--- src/rtl/btn_debounce_pkg.sv ---
// rtl/btn_debounce_pkg.sv - shared types and width helper for the button debouncer
package btn_debounce_pkg;

    typedef enum logic [1:0] {
        IDLE   = 2'd0,
        DELAY  = 2'd1,
        REPEAT = 2'd2
    } rpt_state_t;

    // Counter width that never collapses to zero bits for tiny terminal counts.
    function automatic int clog2_min1(input int value);
        int w;
        w = $clog2(value);
        return (w < 1) ? 1 : w;
    endfunction

endpackage

--- src/rtl/btn_debounce_chan.sv ---
// rtl/btn_debounce_chan.sv - one channel: synchroniser, debounce counter, edge strobes, auto-repeat
module btn_debounce_chan
    import btn_debounce_pkg::*;
#(
    parameter int SYNC_STAGES   = 2,
    parameter int STABLE_CYCLES = 50000,
    parameter int REPEAT_DELAY  = 25000000,
    parameter int REPEAT_RATE   = 5000000,
    parameter bit ACTIVE_LOW    = 1'b0
) (
    input  logic i_clk,
    input  logic i_rst_n,
    input  logic i_btn_raw,
    input  logic i_rep_en,
    output logic o_level,
    output logic o_rise,
    output logic o_fall,
    output logic o_rep
);

    localparam int DB_W    = clog2_min1(STABLE_CYCLES);
    localparam int RPT_MAX = (REPEAT_DELAY > REPEAT_RATE) ? REPEAT_DELAY : REPEAT_RATE;
    localparam int RPT_W   = clog2_min1(RPT_MAX);

    logic [SYNC_STAGES-1:0] r_sync;
    logic [DB_W-1:0]        r_db_cnt;
    logic                   r_level;
    logic                   r_rise;
    logic                   r_fall;
    logic                   r_rep;
    logic [RPT_W-1:0]       r_rpt_cnt;
    rpt_state_t             r_state;
    rpt_state_t             w_state_nxt;

    logic w_in;
    logic w_s;
    logic w_diff;
    logic w_done;
    logic w_level_nxt;
    logic w_rise_evt;
    logic w_hold;
    logic w_delay_tc;
    logic w_rate_tc;
    logic w_rep_pulse;
    logic w_cnt_clr;

    assign w_in        = ACTIVE_LOW ? ~i_btn_raw : i_btn_raw;
    assign w_s         = r_sync[SYNC_STAGES-1];
    assign w_diff      = w_s ^ r_level;
    assign w_done      = w_diff && (r_db_cnt == DB_W'(STABLE_CYCLES - 1));
    assign w_level_nxt = r_level ^ w_done;
    assign w_rise_evt  = w_done & ~r_level;
    // Repeat logic looks at the level being registered this edge so the
    // release edge itself can never carry a repeat strobe.
    assign w_hold      = w_level_nxt & i_rep_en;
    assign w_delay_tc  = (r_rpt_cnt == RPT_W'(REPEAT_DELAY - 1));
    assign w_rate_tc   = (r_rpt_cnt == RPT_W'(REPEAT_RATE - 1));

    always_ff @(posedge i_clk or negedge i_rst_n) begin
        if (!i_rst_n) begin
            r_sync   <= '0;
            r_db_cnt <= '0;
            r_level  <= 1'b0;
            r_rise   <= 1'b0;
            r_fall   <= 1'b0;
        end else begin
            r_sync   <= {r_sync[SYNC_STAGES-2:0], w_in};
            r_db_cnt <= (w_diff && !w_done) ? r_db_cnt + 1'b1 : '0;
            r_level  <= w_level_nxt;
            r_rise   <= w_done & ~r_level;
            r_fall   <= w_done & r_level;
        end
    end

    always_ff @(posedge i_clk or negedge i_rst_n) begin
        if (!i_rst_n) begin
            r_state   <= IDLE;
            r_rpt_cnt <= '0;
            r_rep     <= 1'b0;
        end else begin
            r_state   <= w_state_nxt;
            r_rpt_cnt <= w_cnt_clr ? '0 : r_rpt_cnt + 1'b1;
            r_rep     <= w_rep_pulse;
        end
    end

    always_comb begin
        w_state_nxt = r_state;
        if (!w_hold) begin
            w_state_nxt = IDLE;
        end else begin
            case (r_state)
                IDLE:    if (w_rise_evt) w_state_nxt = DELAY;
                DELAY:   if (w_delay_tc) w_state_nxt = REPEAT;
                REPEAT:  w_state_nxt = REPEAT;
                default: w_state_nxt = IDLE;
            endcase
        end
    end

    always_comb begin
        w_rep_pulse = 1'b0;
        w_cnt_clr   = 1'b1;
        if (w_hold) begin
            case (r_state)
                DELAY: begin
                    w_rep_pulse = w_delay_tc;
                    w_cnt_clr   = w_delay_tc;
                end
                REPEAT: begin
                    w_rep_pulse = w_rate_tc;
                    w_cnt_clr   = w_rate_tc;
                end
                default: begin
                    w_rep_pulse = 1'b0;
                    w_cnt_clr   = 1'b1;
                end
            endcase
        end
    end

    assign o_level = r_level;
    assign o_rise  = r_rise;
    assign o_fall  = r_fall;
    assign o_rep   = r_rep;

endmodule

--- src/rtl/btn_debounce_multi.sv ---
// rtl/btn_debounce_multi.sv - N independent debounced button channels with edge and repeat strobes
module btn_debounce_multi
    import btn_debounce_pkg::*;
#(
    parameter int CHANNELS      = 8,
    parameter int SYNC_STAGES   = 2,
    parameter int STABLE_CYCLES = 50000,
    parameter int REPEAT_DELAY  = 25000000,
    parameter int REPEAT_RATE   = 5000000,
    parameter bit ACTIVE_LOW    = 1'b0
) (
    input  logic                gclk,
    input  logic                rst,
    input  logic [CHANNELS-1:0] btn_raw,
    input  logic [CHANNELS-1:0] rep_en,
    output logic [CHANNELS-1:0] level,
    output logic [CHANNELS-1:0] rise,
    output logic [CHANNELS-1:0] fall,
    output logic [CHANNELS-1:0] rep
);

    for (genvar g = 0; g < CHANNELS; g++) begin : g_chan
        btn_debounce_chan #(
            .SYNC_STAGES  (SYNC_STAGES),
            .STABLE_CYCLES(STABLE_CYCLES),
            .REPEAT_DELAY (REPEAT_DELAY),
            .REPEAT_RATE  (REPEAT_RATE),
            .ACTIVE_LOW   (ACTIVE_LOW)
        ) u_chan (
            .i_clk    (gclk),
            .i_rst_n  (rst),
            .i_btn_raw(btn_raw[g]),
            .i_rep_en (rep_en[g]),
            .o_level  (level[g]),
            .o_rise   (rise[g]),
            .o_fall   (fall[g]),
            .o_rep    (rep[g])
        );
    end

endmodule

--- config.mk ---
export PLATFORM = sky130hd
export DESIGN_NAME = btn_debounce_multi
export DESIGN_NICKNAME = d
export VERILOG_FILES = /design/src/rtl/btn_debounce_pkg.sv /design/src/rtl/btn_debounce_chan.sv /design/src/rtl/btn_debounce_multi.sv
export SDC_FILE = /design/constraint.sdc
export NUM_CORES = 1
export LEC_CHECK = 0
export CAP_MARGIN = 30
export CORE_MARGIN = 2
export CORE_UTILIZATION = 60
export CTS_CLUSTER_SIZE = 25
export DETAILED_ROUTE_END_ITERATION = 8
export PLACE_DENSITY = 0.78
export REMOVE_ABC_BUFFERS = 1
export SYNTH_ARGS = -nofsm -noshare
export SYNTH_HDL_FRONTEND = slang
export SYNTH_SLANG_ARGS = --single-unit
--- constraint.sdc ---
create_clock -name gclk -period 2.7 [get_ports gclk]
set_input_delay 0.54 -clock gclk [delete_from_list [all_inputs] [get_ports gclk]]
set_output_delay 0.54 -clock gclk [all_outputs]
set_load 0.02 [all_outputs]
Word-level counts from Yosys, hierarchy flattened
Index checks and enable logic that the tools add are counted.
{"block": "classes", "eq_ne": 56, "bitwise_logic": 48, "div_mod_pow": 0, "shifts": 0, "n_mux": 80, "n_lt_le_gt_ge": 0, "multipliers": 0, "n_addsub": 16, "reduce_logical": 40}
{"op": "25-bit by 1-bit adder with 25-bit output (second input constant)", "n": 8}
{"op": "25-bit by 23-bit == test with 1-bit output (second input constant)", "n": 8}
{"op": "25-bit == test (second input constant)", "n": 8}
{"op": "25-bit two-way mux", "n": 8}
{"op": "16-bit by 1-bit adder with 16-bit output (second input constant)", "n": 8}
{"op": "16-bit == test (second input constant)", "n": 8}
{"op": "16-bit two-way mux", "n": 8}
{"op": "2-bit two-way mux", "n": 24}
{"op": "2-bit case mux with 3 select lines", "n": 8}
{"op": "1-bit case mux with 2 select lines", "n": 16}
{"op": "1-bit AND", "n": 24}
{"op": "3-bit by 2-bit inequality test with 1-bit output (second input constant)", "n": 8}
{"op": "3-bit inequality test (second input constant)", "n": 8}
{"op": "2-bit by 1-bit == test with 1-bit output (second input constant)", "n": 8}
{"op": "2-bit == test (second input constant)", "n": 8}
{"op": "1-bit logical AND", "n": 16}
{"op": "2-bit zero test", "n": 8}
{"op": "1-bit two-way mux", "n": 16}
{"op": "2-bit AND reduction", "n": 8}
{"op": "1-bit bitwise XOR", "n": 16}
{"op": "1-bit zero test", "n": 8}
{"op": "1-bit NOT", "n": 8}
{"block": "word_totals", "mem_bits_rw": 0, "output_inout_bits": 32, "n_memories": 0, "mem_bits_ro": 0, "regBits": 392, "latch_bits": 0}

Logic depth before layout (Yosys ltp)
{"block": "logic_depth", "word_depth": 6, "depth_mapped": 8}

Cells and area by module
Synthesis repeated with hierarchy kept, for this count alone.
{"block": "hier_totals", "hier_cells": 1895, "hier_area_um2": 19248.5}
{"mod": "btn_debounce_chan (g_chan[1].u_chan ...)", "instances": 7, "seq_area_each_um2": 1226.2, "area_per_inst_um2": 2394.8, "cells_per_inst": 235}
{"mod": "btn_debounce_chan (g_chan[0].u_chan)", "instances": 1, "seq_area_each_um2": 1226.2, "area_per_inst_um2": 2484.9, "cells_per_inst": 250}

Worst setup path before layout
Ideal clock, no wire load.
{"block": "synth_timing", "kind": "reg2reg", "startpoint": "register g_chan[3].u_chan.r_db_cnt[5]", "endpoint": "register g_chan[3].u_chan.r_rpt_cnt[12]", "period_less_slack_ps": 2301, "path_stages_with_launch": 7, "path_buffers": 1, "t_arrival_ps": 2228, "path_slack_ps": 399, "path_cell_list": "dfrtp_1 > or4b_2 > nor4_4 > mux2i_1 > nand3_2 > buf_4 > nor2_1"}
{"block": "synth_between", "elab_chain_len": 6}
{"item": "from (decl)", "line": "btn_debounce_chan.sv:26", "rtl": "logic [DB_W-1:0] r_db_cnt;"}
{"item": "from (signal assigned)", "line": "btn_debounce_chan.sv:68", "rtl": "r_db_cnt <= (w_diff && !w_done) ? r_db_cnt + 1'b1 : '0;"}
{"item": "16-bit == test", "line": "btn_debounce_chan.sv:50", "rtl": "assign w_done = w_diff && (r_db_cnt == DB_W'(STABLE_CYCLES - 1));"}
{"item": "1-bit logical AND", "line": "btn_debounce_chan.sv:50"}
{"item": "1-bit bitwise XOR", "line": "btn_debounce_chan.sv:51", "rtl": "assign w_level_nxt = r_level ^ w_done;"}
{"item": "1-bit AND", "line": "btn_debounce_chan.sv:55", "rtl": "assign w_hold = w_level_nxt & i_rep_en;"}
{"item": "1-bit two-way mux", "line": "btn_debounce_chan.sv:104", "rtl": "if (w_hold) begin"}
{"item": "25-bit two-way mux", "line": "btn_debounce_chan.sv:82", "rtl": "r_rpt_cnt <= w_cnt_clr ? '0 : r_rpt_cnt + 1'b1;"}
{"item": "to (signal assigned)", "line": "btn_debounce_chan.sv:82"}
{"item": "to (decl)", "line": "btn_debounce_chan.sv:31", "rtl": "logic [RPT_W-1:0] r_rpt_cnt;"}
No other way between the ends.
A chain may end at the register's enable or synchronous reset.

Worst setup path after layout
{"block": "layout_timing", "startpoint": "register g_chan[6].u_chan.r_state[0]", "endpoint": "register g_chan[6].u_chan.r_rpt_cnt[14]"}
{"block": "layout_between", "elab_chain_len": 4, "elab_cells_between_ends": 5}
{"item": "from (decl)", "line": "btn_debounce_chan.sv:32", "rtl": "rpt_state_t r_state;"}
{"item": "from (signal assigned)", "line": "btn_debounce_chan.sv:81", "rtl": "r_state <= w_state_nxt;"}
{"item": "2-bit == test or 2-bit by 1-bit == test with 1-bit output (tied branches)", "line": "btn_debounce_chan.sv:105", "rtl": "case (r_state)"}
{"item": "1-bit case mux with 2 select lines *", "line": "btn_debounce_chan.sv:105"}
{"item": "1-bit two-way mux *", "line": "btn_debounce_chan.sv:104"}
{"item": "25-bit two-way mux *", "line": "btn_debounce_chan.sv:82"}
{"item": "to (signal assigned)", "line": "btn_debounce_chan.sv:82"}
{"item": "to (decl)", "line": "btn_debounce_chan.sv:31"}
Mark *: on every way between the ends. The rest lies on a longest branch, timed or not.

==> impl_results.rst <==
.. list-table::
   :header-rows: 1

   * - Metric
     - Value
   * - Result of the run
     - completed
   * - RR Startpoint
     - g_chan[6].u_chan.r_state[0]$_DFFE_PN0P_
   * - Multiplexer share of the synthesized area
     - under 10%
   * - Count of buffers inserted at the top-level ports
     - 49
   * - Number of distinct library cell variants in the gate-level netlist after synthesis
     - 54
   * - Detailed placement HPWL
     - 24200 um
   * - Number of buffers on the longest clock path
     - 3
   * - CP max stage cell
     - sky130_fd_sc_hd__or4b_2
   * - Fraction of registers with async set/reset
     - 100%
   * - Clock tree from TritonCTS
     - done
   * - Overall fraction of global-route tracks in use
     - 22.6%
   * - Reg2reg setup slack
     - 0.21 ns
   * - Cell Count, Final, Fillers Out
     - roughly 2500
   * - Mean post-synth cell area
     - about 9.9 um2
   * - Series of cell instances along the critical path
     - inv_1 -> ha_1 -> or4b_2 -> or4_1 -> a21o_1 -> nand3_2 -> a21oi_1
   * - Count of synthesis-stage warnings from yosys
     - 0
   * - Count of cells along the worst register-to-register path
     - 7
   * - Clock latency on the worst-skew pair
     - between 0.5 and 0.6 ns
   * - Signal arrival time at the worst endpoint
     - ~2.9 ns
   * - Starting density of the core
     - between 60% and 70%
   * - Number of synthesized flops with an enable pin
     - 0
   * - Antenna Nets Post-Route
     - 0
   * - Initial DRC count
     - around 800
   * - Leak
     - 9.01 nW
   * - Post-route DRC violation count
     - 0
   * - Initial antenna violation count
     - 0
   * - Type of origin of the critical path
     - flip-flop
   * - Number of vias after detailed routing
     - 14100
   * - Vias in the first global route
     - 13900
   * - Detailed Route WL
     - 37000 um
   * - Peak per-stage delay on the critical path
     - 0.56 ns
   * - Required time at the worst-slack endpoint
     - roughly 3 ns
   * - Commonest register cell after synthesis
     - sky130_fd_sc_hd__dfrtp_1
   * - Transition at the pin with the smallest max-transition slack
     - 0.887 ns
   * - Number of placed I/O pins
     - 50
   * - Worst min-delay path endpoint
     - g_chan[1].u_chan.r_sync[1]$_DFF_PN0_
   * - Ratio of cells with drive above 1 in the final layout
     - under 10%
   * - Areal power density over the cells
     - ~550 mW/mm2
   * - Number of levels the H-tree was split into
     - 2
   * - Die Footprint
     - 0.0342 mm2
   * - Hold path start
     - g_chan[1].u_chan.r_sync[0]$_DFF_PN0_
   * - Worst IR drop on VDD
     - 0.456 mV
   * - Diodes inserted
     - 0
   * - CP max FO
     - 25
   * - Worst r2r dst
     - g_chan[6].u_chan.r_rpt_cnt[14]$_DFF_PN0_
   * - Width of the die
     - 185 um
   * - Area growth from synthesis to layout
     - 11.8%
   * - Final setup violation count
     - 0
   * - Max-slew violation count
     - 0
   * - Synth Instances
     - between 1500 and 2000
   * - Mean routed wirelength per cell
     - ~15 um
   * - Core area
     - 0.0324 mm2
   * - Fin. Hold Viols
     - 0
   * - Drt via density
     - roughly 5.6
   * - Num CTS Buffers
     - 42
   * - PostCTS Resize Cnt
     - 0
   * - CP Capture Type
     - flip-flop
   * - Xor/xnor share of the synthesized area
     - roughly 13%
   * - Number of cells on the worst hold path
     - 0
   * - Simple-gate share of the synthesized area
     - between 20% and 30%
   * - Height of the die
     - approximately 180 um
   * - Share of the synthesized area in compound gates (AO/OA/AOI/OAI)
     - between 1.5 and 2%
   * - Adder-cell area share of the yosys netlist
     - under 10%
   * - Root cell of the clock tree
     - sky130_fd_sc_hd__clkbuf_16
   * - Crit share post-route
     - 92.1%
   * - Sequential element share of the synthesized area
     - 49.9%
   * - Final min period
     - roughly 2.5 ns
   * - Worst Path Class, Setup
     - reg -> reg
   * - HP Class
     - reg -> reg
   * - Post-Syn Area
     - 0.0197 mm2
   * - Worst slew margin relative to its limit
     - 40.4%
   * - Routability Congestion
     - between 0.8 and 0.9
   * - Worst path bufs/invs
     - 1
   * - Total of flip-flops plus latches after synthesis
     - 392
   * - Category of cells accounting for the largest share of critical-path delay
     - simple AND/OR/NAND/NOR gates
   * - First-pass GRT wire length
     - 65300 um
   * - Combinational family with the most area after synthesis
     - simple AND/OR/NAND/NOR gates
   * - Maximum frequency from static timing analysis
     - 402 MHz
   * - # nets final
     - 2093
   * - Total clock sinks
     - 392
   * - Setup repair after global routing missed its margin
     - false
   * - Maximum number of pins on one net before global-route repair
     - just over 90
   * - Length of the first detailed-routing pass in iterations
     - 5
   * - Row Count
     - 66
   * - Path length in cells of the critical path
     - 7
   * - Worst clock skew on the final layout
     - 0.0134 ns
   * - Placed cells
     - 2424
   * - Maximum capacitance violations
     - 0
   * - Leftover overflow at the end of global routing
     - 0
   * - Total Negative Setup Slacks
     - 0 ns
   * - Clk slew on worst S/H paths
     - 0.06 ns
[layout by cell type (no fill, tap or decap), types with 5 or more instances in the layout]
cell | synthesis | final
sky130_fd_sc_hd__a21oi_1 | 20 | 20
sky130_fd_sc_hd__and2_1 | 9 | 9
sky130_fd_sc_hd__and3_1 | 55 | 55
sky130_fd_sc_hd__and4_1 | 23 | 23
sky130_fd_sc_hd__buf_12 | 0 | 5
sky130_fd_sc_hd__buf_4 | 42 | 23
sky130_fd_sc_hd__clkbuf_1 | 28 | 8
sky130_fd_sc_hd__clkbuf_16 | 0 | 45
sky130_fd_sc_hd__clkbuf_8 | 0 | 8
sky130_fd_sc_hd__clkdlybuf4s50_1 | 0 | 48
sky130_fd_sc_hd__clkinv_2 | 0 | 5
sky130_fd_sc_hd__dfrtp_1 | 392 | 392
sky130_fd_sc_hd__ha_1 | 48 | 48
sky130_fd_sc_hd__inv_1 | 59 | 59
sky130_fd_sc_hd__mux2_2 | 8 | 8
sky130_fd_sc_hd__mux2i_1 | 24 | 24
sky130_fd_sc_hd__nand2_1 | 149 | 149
sky130_fd_sc_hd__nand3_1 | 139 | 139
sky130_fd_sc_hd__nand3_2 | 6 | 6
sky130_fd_sc_hd__nand4_1 | 90 | 90
sky130_fd_sc_hd__nand4b_1 | 10 | 10
sky130_fd_sc_hd__nor2_1 | 358 | 358
sky130_fd_sc_hd__nor2b_1 | 8 | 8
sky130_fd_sc_hd__nor3_1 | 41 | 41
sky130_fd_sc_hd__nor3b_1 | 11 | 11
sky130_fd_sc_hd__nor4_1 | 32 | 32
sky130_fd_sc_hd__nor4b_1 | 7 | 7
sky130_fd_sc_hd__nor4bb_1 | 9 | 9
sky130_fd_sc_hd__o21ai_0 | 22 | 22
sky130_fd_sc_hd__or3_1 | 19 | 19
sky130_fd_sc_hd__or4_1 | 14 | 14
sky130_fd_sc_hd__or4b_2 | 8 | 8
sky130_fd_sc_hd__or4bb_1 | 11 | 11
sky130_fd_sc_hd__xnor2_1 | 107 | 107
sky130_fd_sc_hd__xor2_1 | 179 | 179
[worst max-delay path by stage]
stage | start | end | slack [ns]
6_report | g_chan[6].u_chan.r_state[0]$_DFFE_PN0P_ | g_chan[6].u_chan.r_rpt_cnt[14]$_DFF_PN0_ | 0.21
5_1_grt | g_chan[6].u_chan.r_state[0]$_DFFE_PN0P_ | g_chan[6].u_chan.r_rpt_cnt[7]$_DFF_PN0_ | 0.02
4_1_cts | g_chan[6].u_chan.r_state[0]$_DFFE_PN0P_ | g_chan[6].u_chan.r_rpt_cnt[7]$_DFF_PN0_ | 0.20
3_5_place_dp | g_chan[6].u_chan.r_state[0]$_DFFE_PN0P_ | g_chan[6].u_chan.r_rpt_cnt[7]$_DFF_PN0_ | 0.21
3_3_place_gp | g_chan[6].u_chan.r_state[0]$_DFFE_PN0P_ | g_chan[6].u_chan.r_rpt_cnt[22]$_DFF_PN0_ | 0.27
2_1_floorplan | g_chan[2].u_chan.r_state[0]$_DFFE_PN0P_ | g_chan[2].u_chan.r_rpt_cnt[10]$_DFF_PN0_ | 0.15
[cells in the mapped netlist (3+ instances only)]
| master | number | area, um2 |
|---|---|---|
| sky130_fd_sc_hd__mux2_2 | 8 | 90.1 |
| sky130_fd_sc_hd__nor3_1 | 41 | 205 |
| sky130_fd_sc_hd__clkbuf_1 | 28 | 105 |
| sky130_fd_sc_hd__dfrtp_1 | 392 | 9810 |
| sky130_fd_sc_hd__nor2b_1 | 8 | 50.1 |
| sky130_fd_sc_hd__or4bb_1 | 11 | 124 |
| sky130_fd_sc_hd__xnor2_1 | 107 | 937 |
| sky130_fd_sc_hd__buf_4 | 42 | 315 |
| sky130_fd_sc_hd__and4_1 | 23 | 201 |
| sky130_fd_sc_hd__nor2_1 | 358 | 1340 |
| sky130_fd_sc_hd__and3b_1 | 4 | 35.0 |
| sky130_fd_sc_hd__buf_2 | 8 | 40.0 |
| sky130_fd_sc_hd__or4_1 | 14 | 105 |
| sky130_fd_sc_hd__or4b_2 | 8 | 80.1 |
| sky130_fd_sc_hd__mux2i_1 | 24 | 240 |
| sky130_fd_sc_hd__nor4bb_1 | 9 | 90.1 |
| sky130_fd_sc_hd__nand4bb_1 | 3 | 33.8 |
| sky130_fd_sc_hd__nor3b_1 | 11 | 82.6 |
| sky130_fd_sc_hd__or3_1 | 19 | 119 |
| sky130_fd_sc_hd__nand4_1 | 90 | 563 |
| sky130_fd_sc_hd__nor4b_1 | 7 | 61.3 |
| sky130_fd_sc_hd__nor4_2 | 3 | 37.5 |
| sky130_fd_sc_hd__nand2_1 | 149 | 559 |
| sky130_fd_sc_hd__nand2b_1 | 3 | 18.8 |
| sky130_fd_sc_hd__a2bb2oi_2 | 3 | 45.0 |
| sky130_fd_sc_hd__nand3_2 | 6 | 60.1 |
| sky130_fd_sc_hd__nand3b_1 | 4 | 30.0 |
| sky130_fd_sc_hd__nand3_1 | 139 | 696 |
| sky130_fd_sc_hd__nor4_1 | 32 | 200 |
| sky130_fd_sc_hd__o21ai_0 | 22 | 110 |
| sky130_fd_sc_hd__inv_1 | 59 | 221 |
| sky130_fd_sc_hd__and2_1 | 9 | 56.3 |
| sky130_fd_sc_hd__a21oi_1 | 20 | 100 |
| sky130_fd_sc_hd__nand4b_1 | 10 | 87.6 |
| sky130_fd_sc_hd__xor2_1 | 179 | 1570 |
| sky130_fd_sc_hd__ha_1 | 48 | 601 |
| sky130_fd_sc_hd__and3_1 | 55 | 344 |
[through the flow]
| stage | utilization (%) | hold slack [ns] | power, mW | worst slack, ns | cell area (um2) |
|---|---|---|---|---|---|
| 3_3_place_gp | 63.4 | 0.334 | 6.31 | 0.274 | 20500 |
| 4_1_cts | 67.9 | 0.348 | 12.3 | 0.199 | 22000 |
| 5_1_grt | 67.9 | 0.359 | 12.6 | 0.0153 | 22000 |
| 6_report | 67.9 | 0.347 | 12.1 | 0.212 | 22000 |
| 2_1_floorplan | - | 0.244 | 6.13 | 0.148 | 19200 |
| 3_5_place_dp | 63.4 | 0.335 | 6.33 | 0.207 | 20500 |
[final cells by class]
cell class	count	area (um2)
fill	2522	10400
sequential	392	9810
multi-input combinational	1454	9160
clock buffer	61	1270
timing repair buffer	78	778
tap	442	553
inverter	59	221
clock inverter	13	179
[metal layers]
| layer | vias up | wire (um) | GRT usage (%) |
|---|---|---|---|
| met5 | - | 0 | 0 |
| met3 | 34 | 1350 | 3.26 |
| met4 | 0 | 405 | 5.11 |
| li1 | 6869 | - | - |
| met1 | 6906 | 17100 | 31.2 |
| met2 | 252 | 18200 | 38.1 |
[what timing repair did]
action	CTS	global route
setup buffers	0	0
hold endpoints to repair	48	0
hold buffers	1	0
[sequential cells by signal, indices dropped and copies added, names as in the netlist]
name / flops
g_chan.u_chan.r_rpt_cnt: 200
g_chan.u_chan.r_db_cnt: 128
g_chan.u_chan.r_state: 16
g_chan.u_chan.r_sync: 16
g_chan.u_chan.o_fall: 8
g_chan.u_chan.o_level: 8
g_chan.u_chan.o_rep: 8
g_chan.u_chan.o_rise: 8
[power by group]
group / internal [mW] / switching, mW / leakage (nW) / total [mW]
Sequential: 5.92 / 0.0421 / 5.42 / 5.96
Clock: 3.64 / 2.28 / 0.711 / 5.91
Combinational: 0.0769 / 0.176 / 2.88 / 0.253
[kinds of logic after synthesis]
| family | Yosys count |
|---|---|
| adders and majority gates | 48 |
| buffers and inverters | 137 |
| muxes | 32 |
| AOI/OAI and AO/OA | 54 |
| and+or+nand+nor | 1034 |
| DFF | 392 |
| xor gates and xnor gates | 286 |
Power figures use the tool's default switching activity.
